[src/rtl/encoder_1hot_8to3.sv]
// Registered 8-to-3 one-hot encoder with valid/ready on both sides.
// Flags non-one-hot words and keeps a saturating illegal-word count.
module encoder_1hot_8to3 #(
  parameter int ERR_CNT_W = 8
) (
  input  logic                 clk,
  input  logic                 rst_n,
  input  logic                 in_valid,
  output logic                 in_ready,
  input  logic [7:0]           in,
  output logic                 out_valid,
  input  logic                 out_ready,
  output logic [2:0]           out,
  output logic                 out_err,
  input  logic                 err_count_clr,
  output logic [ERR_CNT_W-1:0] err_count
);

  typedef enum logic {
    EMPTY = 1'b0,
    FULL  = 1'b1
  } state_t;

  state_t     state;
  logic       accept;
  logic [7:0] low;
  logic [2:0] idx;
  logic       illegal;

  assign out_valid = (state == FULL);
  assign in_ready  = !out_valid || out_ready;
  assign accept    = in_valid && in_ready;

  // Isolate the lowest set bit; it is one-hot or zero.
  assign low     = in & (~in + 8'd1);
  assign illegal = (in == 8'd0) || (low != in);

  always_comb begin
    idx = 3'd0;
    unique case (1'b1)
      low[0]:  idx = 3'd0;
      low[1]:  idx = 3'd1;
      low[2]:  idx = 3'd2;
      low[3]:  idx = 3'd3;
      low[4]:  idx = 3'd4;
      low[5]:  idx = 3'd5;
      low[6]:  idx = 3'd6;
      low[7]:  idx = 3'd7;
      default: idx = 3'd0;
    endcase
  end

  always_ff @(posedge clk or negedge rst_n) begin
    if (!rst_n) begin
      state   <= EMPTY;
      out     <= 3'd0;
      out_err <= 1'b0;
    end else begin
      unique case (state)
        EMPTY: begin
          if (accept) begin
            state   <= FULL;
            out     <= idx;
            out_err <= illegal;
          end
        end
        FULL: begin
          if (accept) begin
            out     <= idx;
            out_err <= illegal;
          end else if (out_ready) begin
            state <= EMPTY;
          end
        end
        default: state <= EMPTY;
      endcase
    end
  end

  // Clear wins over a same-cycle increment.
  always_ff @(posedge clk or negedge rst_n) begin
    if (!rst_n) begin
      err_count <= '0;
    end else if (err_count_clr) begin
      err_count <= '0;
    end else if (accept && illegal && (err_count != '1)) begin
      err_count <= err_count + ERR_CNT_W'(1);
    end
  end

endmodule

[config.mk]
export PLATFORM = sky130hd
export DESIGN_NAME = encoder_1hot_8to3
export DESIGN_NICKNAME = d
export VERILOG_FILES = /design/src/rtl/encoder_1hot_8to3.sv
export SDC_FILE = /design/constraint.sdc
export NUM_CORES = 1
export LEC_CHECK = 0
export BUFFER_PORTS_ARGS = -buffer_cell sky130_fd_sc_hd__buf_2
export CORE_MARGIN = 2
export CORE_UTILIZATION = 49
export CTS_CLUSTER_SIZE = 24
export DETAILED_ROUTE_END_ITERATION = 8
export GPL_ROUTABILITY_DRIVEN = 0
export PLACE_DENSITY = 0.78
export SYNTH_ARGS = -nofsm -noshare
export SYNTH_HDL_FRONTEND = slang
export SYNTH_SLANG_ARGS = --single-unit
export TNS_END_PERCENT = 10
[constraint.sdc]
create_clock -name clk -period 2.54 [get_ports clk]
set_input_delay 0.127 -clock clk [delete_from_list [all_inputs] [get_ports clk]]
set_output_delay 0.127 -clock clk [all_outputs]
set_load 0.1 [all_outputs]
After elaboration in Yosys (flattened, before gate mapping):

Cells that the tools add are included.

* mux-type cells: 9
* equal/unequal tests: 2
* reduce and logical (&&, ||, !) cells: 8
* bitwise logic cells: 3
* $add $sub $neg: 2

Operators with widths (count)
* $pmux 3 s7: 1
* $add 8x1->8 const B: 2
* $mux 8: 2
* $and 8x8->8: 1
* $logic_not 8->1: 1
* $ne 8x8->1: 1
* $ne 8x8->1 const B: 1
* $not 8->8: 1
* $mux 1: 4
* $logic_and 1x1->1: 3
* $mux 3: 1
* $logic_or 1x1->1: 2
* $pmux 1 s2: 1
* $reduce_bool 2->1: 1
* $logic_not 1->1: 1
* $not 1->1: 1

* word-level logic and storage cells: 28
* output and inout bits: 14
* bits in registers: 13
* bits of input ports: 13

Longest topological paths before layout:

Gate-level depths: netlist (run 1).

* depth in word-level cells: 9
* mapped depth: 6

Worst setup path after synthesis (run 1):

No wires, ideal clock.

* path kind: register to register
* start: register state (netlist: out_valid)
* end: register err_count[0]
* arrival: 3045 ps
* library setup time: 128 ps
* clock period less this slack: 3173 ps
* path slack: -633 ps
* buffers on the path: 1
* required time: 2412 ps
* stages on the path, launching flop included: 7
* cell sequence: dfrtp_1 > nand2b_1 > nand2_1 > a311o_1 > buf_2 > nor2_1 > mux2_1

* longest elaborated chain between the ends: 6

Ends and longest elaborated chain
* start: declaration: RTL line 24 `state_t state;`
* start signal: assignment: RTL line 55 `state <= EMPTY;`
* start signal: assignment: RTL line 62 `state <= FULL;`
* start signal: assignment: RTL line 72 `state <= EMPTY;`
* $logic_not 1->1: RTL line 31 `assign in_ready = !out_valid || out_ready;`
* $logic_or 1x1->1: RTL line 31
* via in_ready: RTL line 9 `output logic in_ready,`
* $logic_and 1x1->1: RTL line 32 `assign accept = in_valid && in_ready;`
* $logic_and 1x1->1 (2 in a row): RTL line 86 `end else if (accept && illegal && (err_count != '1)) begin`
* $reduce_bool 2->1 (no source line)
* end signal: assignment: RTL line 87 `err_count <= err_count + ERR_CNT_W'(1);`
* end: declaration: RTL line 16 `output logic [ERR_CNT_W-1:0] err_count`

The timed path passes the listed nets, and every way through them passes these cells.
A chain may end at the register's enable or synchronous reset.

Final worst setup path (run 1):

* start: register err_count[0]
* end: register err_count[5]

* longest elaborated chain between the ends: 3
* elaborated cells on any way between the ends: 6
* those cells by class: add/sub: 1; eq/ne: 1; mux: 2; reduce/logical: 2

Ends and longest elaborated chain (RTL line)
* $add 8x1->8 or $ne 8x8->1 (tied branches): 87, 86
* $mux 8 or $logic_and 1x1->1 (tied branches): 86
* $mux 8 or $reduce_bool 2->1 (tied branches)

Several ways; a longest one is shown, not always the timed one. The select of a mux whose other input is x is not followed.

==> results.yml, run 1 <==
pwr:
  p_sw_uw: 188.6
  p_int_uw: 306.1
  switching_share: 0.3812
  p_total_uw: 494.7
  p_comb_frac: 0.299
  powerDensity_nw_per_um2: 491.8
  clkPwrFrac: 0.251
  p_leak_nw: 0.4536
  irDropWorstVdd_mv: 0.3355
  pwr-share-seq: 0.450
routing:
  drtIter0Drc: 16
  antenna_left: 0
  wl_um: 1822
  drt-pass1-iter-count: 4
  wl_per_cell_um: 13.60
  vias: 790
  drc: 0
  routed_via_density: 5.896
die:
  rows: 14
  fp.dieW_um: 45.15
  initial_core_util: 0.5381
  core_sq_um: 1541
  dieArea_sq_um: 2038
  die_h_um: 45.15
  boundaryPins: 27
job:
  max_cap_violations: 0
sta:
  finClkSkew_ns: 0.009882
  max_slew_margin: 0.6096
  finalSetupViolCount: 0
  rsz0062_at_grt: "no"
  fin_crit_sh: 0.7973
  hold_viol: 0
  drv_slew: 0
  worst_pin_slew_ns: 0.5845
  period_minus_slack_ns: 2.025
  fmax_ghz: 0.4938
  setup_tns_ns: 0
grt:
  grt_max_degree: 14
  grt_pass1_vias: 711
  grt_usage: 0.2056
  overflow: 0
  grt_pass1_wl_um: 3070
  grt_antenna_before_repair: 0
min_path:
  hp-class: "input port to register"
yosys:
  syn_area_sq_um: 829.5
  yosysUniqueCellTypes: 33
  synth.avg_cell_area_sq_um: 9.217
  synth-seq-cells: 13
  synth_warnings: 0
  synth_cells: 90
  seq_area_frac_synth: 0.3922
  synth_nets: 104
clock_tree:
  clock-sinks: 13
  htreeDepth: 1
  clk_latency_ns: 0.28
  tritoncts: "yes"
  postCtsSetupBuffers: 0
  cts_root_buf: "clkbuf_4"
  clkTransAtPathRegs_ns: 0.08
  cts_buffer_depth: 2
  cts_buffers: 3
cells_and_area:
  final.fill_count: 128
  antennaDiodeCount: 0
  syn2layout_area_growth_pct: 21.27
  multiInputGateArea_sq_um: 480.5
  nets: 133
  seq_area_sq_um: 326.6
  final_layout_size_suffix_gt1_frac: 0.2966
run_status:
  outcome: "completed"
placement:
  port-buffer-count: 26
  place_hpwl_um: 1431
critical_path:
  required_ns: 2.75
  crit_fanout: 11
  critPathSlowestCell: "or4_1"
  path_cells: "ha_1, and3_1, a311o_1, or4_1, a21oi_1"
  cp.arrival_ns: 2.23
  cp-start-kind: "register"
  cpPeakStageDelay_ns: 0.50
  criticalPathCategory: "register to register"
  cp-end-kind: "register"
## kinds of logic after synthesis
| kind of cell | count (synthesis) | share of synthesized area |
|---|---|---|
| compound gates | 26 | 0.2202 |
| xor+xnor | 1 | 0.01056 |
| fa+ha+maj | 1 | 0.01508 |
| buf+inv | 6 | 0.03770 |
| flops | 13 | 0.3922 |
| mux | 3 | 0.03921 |
| simple gates | 40 | 0.2851 |
## Yosys cell counts (all sizes together)
cell,instances,share of area
a211oi,4,0.042
a21o,2,0.018
a21oi,7,0.042
a311o,1,0.012
and2,1,0.0075
and3,4,0.030
buf,3,0.024
dfrtp,13,0.39
ha,1,0.015
inv,3,0.014
mux2,2,0.027
mux2i,1,0.012
nand2,5,0.023
nand2b,4,0.030
nand3,5,0.030
nand4,1,0.0075
nor2,4,0.018
nor2b,1,0.0075
nor3,6,0.036
nor4,3,0.041
o211ai,1,0.0091
o21ai,2,0.012
o21bai,1,0.0091
o31ai,6,0.054
o41ai,2,0.021
or2b,1,0.0091
or4,5,0.045
xor2,1,0.011
## worst max-delay path, delay by kind of cell (launching register included)
family / cells / cell delay, ns
AO/OA/AOI/OAI: 2 / 0.62
adder cells (fa/ha/maj): 1 / 0.24
flip-flops: 1 / 0.43
AND/OR/NAND/NOR: 2 / 0.66
## worst paths after layout
kind,depth (start not counted),from,endpoint,slack [ns]
worst min register to register,2,out[0]$_DFFE_PN0P_,out[0]$_DFFE_PN0P_,0.47
worst max register to register,5,err_count[0]$_DFFE_PN0P_,err_count[5]$_DFFE_PN0P_,0.51
max in group asynchronous,2,rst_n,out_valid$_DFF_PN0_,2.05
worst max-delay path,5,err_count[0]$_DFFE_PN0P_,err_count[5]$_DFFE_PN0P_,0.51
worst min-delay path,2,in_valid,out_valid$_DFF_PN0_,0.06
min in group asynchronous,2,rst_n,err_count[7]$_DFFE_PN0P_,0.25
## per-layer routing
| layer | track usage | wire (um) | vias to the layer above |
|---|---|---|---|
| met3 | 0.03600 | 84 | 3 |
| met4 | 0.07059 | 14 | 0 |
| met5 | 0 | 0 | - |
| li1 | - | - | 406 |
| met1 | 0.2594 | 841 | 364 |
| met2 | 0.3514 | 881 | 17 |
## what timing repair did
| item | 4_1_cts | 5_1_grt |
|---|---|---|
| endpoints found under the hold margin | 13 | 0 |
| gates resized for setup | 0 | 0 |
| endpoints found under the setup margin | 0 | 0 |
| hold buffers | 1 | 0 |
## power by group through the flow
| stage | clock [mW] | combinational (mW) | sequential, mW |
|---|---|---|---|
| 2_1_floorplan | 0 | 0.0444 | 0.291 |
| 3_3_place_gp | 0 | 0.145 | 0.226 |
| 3_5_place_dp | 0 | 0.147 | 0.227 |
| 4_1_cts | 0.131 | 0.149 | 0.222 |
| 5_1_grt | 0.140 | 0.158 | 0.224 |
| 6_report | 0.124 | 0.148 | 0.223 |
## sequential cells by signal, summed over array words and instances, names as in the netlist
signal,cells
out_err,1
out,3
err_count,8
out_valid,1
## stage by stage
| step | hold WS [ns] | std cells | utilization | area, sq um | setup WS [ns] |
|---|---|---|---|---|---|
| after floorplan | -0.1686 | 90 | - | 838.3 | 0.1195 |
| after global placement | 0.02128 | 129 | 0.6282 | 968.4 | 0.5942 |
| after detailed placement | 0.02657 | 129 | 0.6282 | 968.4 | 0.5325 |
| after CTS | 0.05593 | 134 | 0.6526 | 1006 | 0.5326 |
| after global routing | 0.07958 | 134 | 0.6526 | 1006 | 0.4460 |
| final | 0.06164 | 134 | 0.6526 | 1006 | 0.5149 |
## layout make-up
class / instances / area share
Timing Repair Buffer: 27 / 0.1393
Multi-Input combinational cell: 71 / 0.4776
Clock inverter: 1 / 0.004975
Clock buffer: 3 / 0.02239
Tap cell: 16 / 0.01990
Sequential cell: 13 / 0.3246
Inverter: 3 / 0.01119
## layout by cell type, fill, tap and decap left out
| cell | instances |
|---|---|
| buf_2 | 26 |
| dfrtp_1 | 12 |
| a21oi_1 | 7 |
| nor3_1 | 6 |
| o31ai_1 | 6 |
| nand3_1 | 5 |
| nand2_1 | 5 |
| or4_1 | 5 |
| and3_1 | 4 |
| nor2_1 | 4 |
| nand2b_1 | 3 |
| a211oi_1 | 3 |
| inv_1 | 3 |
| clkbuf_4 | 3 |
| o21ai_0 | 2 |
| o41ai_1 | 2 |
| a21o_1 | 2 |
| nor4_1 | 2 |
| nand2b_4 | 1 |
| xor2_1 | 1 |
| nor4_4 | 1 |
| o211ai_1 | 1 |
| or2b_1 | 1 |
| a211oi_2 | 1 |
| a311o_1 | 1 |
| mux2_2 | 1 |
| mux2i_1 | 1 |
| nor2b_1 | 1 |
| mux2_1 | 1 |
| o21bai_1 | 1 |
| and2_1 | 1 |
| nand4_1 | 1 |
| ha_1 | 1 |
| clkinv_2 | 1 |
| dlygate4sd3_1 | 1 |
| dfrtp_2 | 1 |
No activity file was read; power rests on OpenSTA's default activity.
==> inputs of run 2 (changes only) <==
- CORE_UTILIZATION: 49 -> 44
- PLACE_DENSITY: 0.78 -> 0.74
- clock period: 2.54 -> 1.8 ns (I/O delays scaled with it)
==> run 2 against run 1 <==
Effect of this change:
- sequential cell count is the same
- critical endpoint unchanged
- non-clock buffer count grew 15
- the flow now finishes with violations (negative setup slack)
- wire length grew 30%
- largest power group unchanged
- count of clock-buffer cells in the layout grew 1
- fmax grew 6.1%
- final cell count grew 19%
- first-iteration DRC count grew 6.3%
- sequential power grew 42%
- clock power grew 59%
- setup slack lost 0.62 ns
- global-route usage grew 2.7 points
==> results.yml, run 2 (same netlist as run 1, synthesis figures left out) <==
sta:
  max_slew_margin: 0.6765
  rsz0062_at_grt: "yes"
  setup_tns_ns: -0.2861
  whs_ns: 0.05833
  worst_pin_slew_ns: 0.4886
  finClkSkew_ns: 0.005852
  fmax_ghz: 0.5238
  hold_viol: 0
  finalSetupViolCount: 6
  period_minus_slack_ns: 1.909
  setup_ws_ns: -0.1090
  fin_crit_sh: 1.061
  drv_slew: 0
routing:
  antenna_left: 0
  wl_per_cell_um: 14.90
  routed_via_density: 5.774
  vias: 918
  wl_um: 2369
  drtIter0Drc: 17
  drc: 0
  drt-pass1-iter-count: 4
cells_and_area:
  seq_area_sq_um: 342.8
  layout_commonest_cell: "buf_2"
  largest_register_ffs: 8
  multiInputGateArea_sq_um: 533.0
  syn2layout_area_growth_pct: 44.34
  nets: 149
  fin_cells: 159
  antennaDiodeCount: 0
  final_layout_size_suffix_gt1_frac: 0.4776
  top_regs: "err_count (8), out (3)"
  most-common-layout-cells: "26 x buf_2, 15 x buf_4, 6 x nor3_1, 6 x o31ai_1, 6 x a21oi_1"
  max_flop_register: "err_count"
  final.fill_count: 156
grt:
  overflow: 0
  grt-busiest-layer: "met2"
  grt_pass1_wl_um: 3560
  grt_pass1_vias: 837
  met1_usage: 0.2701
  grt_max_degree: 14
  grt_usage: 0.2326
  grt_antenna_before_repair: 0
  gr-usage-met2: 0.4162
  use_met3: 0.04906
placement:
  placedCellCount: 152
  place_ws_ns: -0.1935
  place_hpwl_um: 1715
  port-buffer-count: 26
min_path:
  hp-class: "input port to register"
  hold_depth: 2
  hp-start: "in_valid"
  hold_end: "out_valid$_DFF_PN0_"
clock_tree:
  cts_buffers: 3
  tritoncts: "yes"
  clock-sinks: 13
  htreeDepth: 1
  cts_root_buf: "clkbuf_4"
  clk_latency_ns: 0.29
  cts_buffer_depth: 2
  clkTransAtPathRegs_ns: 0.09
pwr:
  p_int_uw: 457.7
  irDropWorstVdd_mv: 0.4238
  clkPwrFrac: 0.260
  p_leak_nw: 0.5242
  p_comb_frac: 0.320
  powerDensity_nw_per_um2: 630.6
  p_sw_uw: 297.4
  pwr-share-seq: 0.420
  switching_share: 0.3939
die:
  die_h_um: 47.42
  boundaryPins: 27
  dieArea_sq_um: 2249
  rows: 15
  initial_core_util: 0.4753
  fp.dieW_um: 47.42
  core_sq_um: 1745
critical_path:
  criticalPathCategory: "register to register"
  r2r-start: "err_count[0]$_DFFE_PN0P_"
  cp-start-kind: "register"
  cp-end-kind: "register"
  path_cells: "ha_4, and3_4, a311o_2, or4_4, a21oi_2"
  cp.arrival_ns: 2.13
  cpPeakStageDelay_ns: 0.50
  r2r-end: "err_count[5]$_DFFE_PN0P_"
  reg2reg_depth: 5
  required_ns: 2.02
  r2r_slack_ns: -0.11
  critPathSlowestCell: "dfrtp_4"
  crit_fanout: 5
run_status:
  violations: "negative setup slack"
  outcome: "complete, but fails checks"
job:
  max_cap_violations: 0
## run 2: changes by cell type in the layout (fill, tap and decap cells not counted), sizes merged
cell	change
buf	+15
a311o	+1
clkbuf	+1
clkinv	-1
## run 2: per-layer routing
metal,vias up,routed length (um)
met3,3,86
met1,447,970
met2,26,1289
met5,-,0
met4,0,23
li1,442,-
## run 2: power groups by stage
stage	combinational (mW)	clock, mW	sequential, mW
3_3_place_gp	0.228	0	0.320
5_1_grt	0.256	0.209	0.319
6_report	0.242	0.197	0.317
4_1_cts	0.240	0.194	0.317
3_5_place_dp	0.234	0	0.321
2_1_floorplan	0.0671	0	0.414
## run 2: area by class of cell
class,count,share of cell area
tap,25,0.02612
multi-input combinational,72,0.4451
inverter,3,0.009404
clock buffer,4,0.02194
timing repair buffer,42,0.2111
sequential,13,0.2863
## run 2: how the worst max path moves through the flow
stage                                   from                       end  cells past startpoint
finish              err_count[0]$_DFFE_PN0P_  err_count[5]$_DFFE_PN0P_                      5
global route        err_count[1]$_DFFE_PN0P_  err_count[5]$_DFFE_PN0P_                      5
CTS                 err_count[1]$_DFFE_PN0P_  err_count[5]$_DFFE_PN0P_                      5
detailed placement  err_count[0]$_DFFE_PN0P_  err_count[5]$_DFFE_PN0P_                      5
global placement    err_count[0]$_DFFE_PN0P_  err_count[5]$_DFFE_PN0P_                      5
floorplan                out_valid$_DFF_PN0_  err_count[2]$_DFFE_PN0P_                      6
## run 2: timing repair
action | CTS | global route
pin swaps | 3 | 0
hold endpoints to repair | 13 | 0
gates resized for setup | 3 | 3
buffers inserted | 1 | 0
endpoints found under the setup margin | 7 | 7
hold buffers | 1 | 0
gates cloned | 1 | 0
## run 2: worst max-delay path, delay by kind of cell, from the launching register on
family,cells,cell delay (ns)
AO/OA/AOI/OAI,2,0.53
flip-flops,1,0.50
adder cells (fa/ha/maj),1,0.17
AND/OR/NAND/NOR,2,0.64
## run 2: metrics by stage
step / util / total power [mW] / area, sq um
2_1_floorplan: - / 0.4812 / 873.3
3_3_place_gp: 0.6380 / 0.5479 / 1114
3_5_place_dp: 0.6380 / 0.5542 / 1114
4_1_cts: 0.6781 / 0.7506 / 1184
5_1_grt: 0.6860 / 0.7834 / 1197
6_report: 0.6860 / 0.7551 / 1197
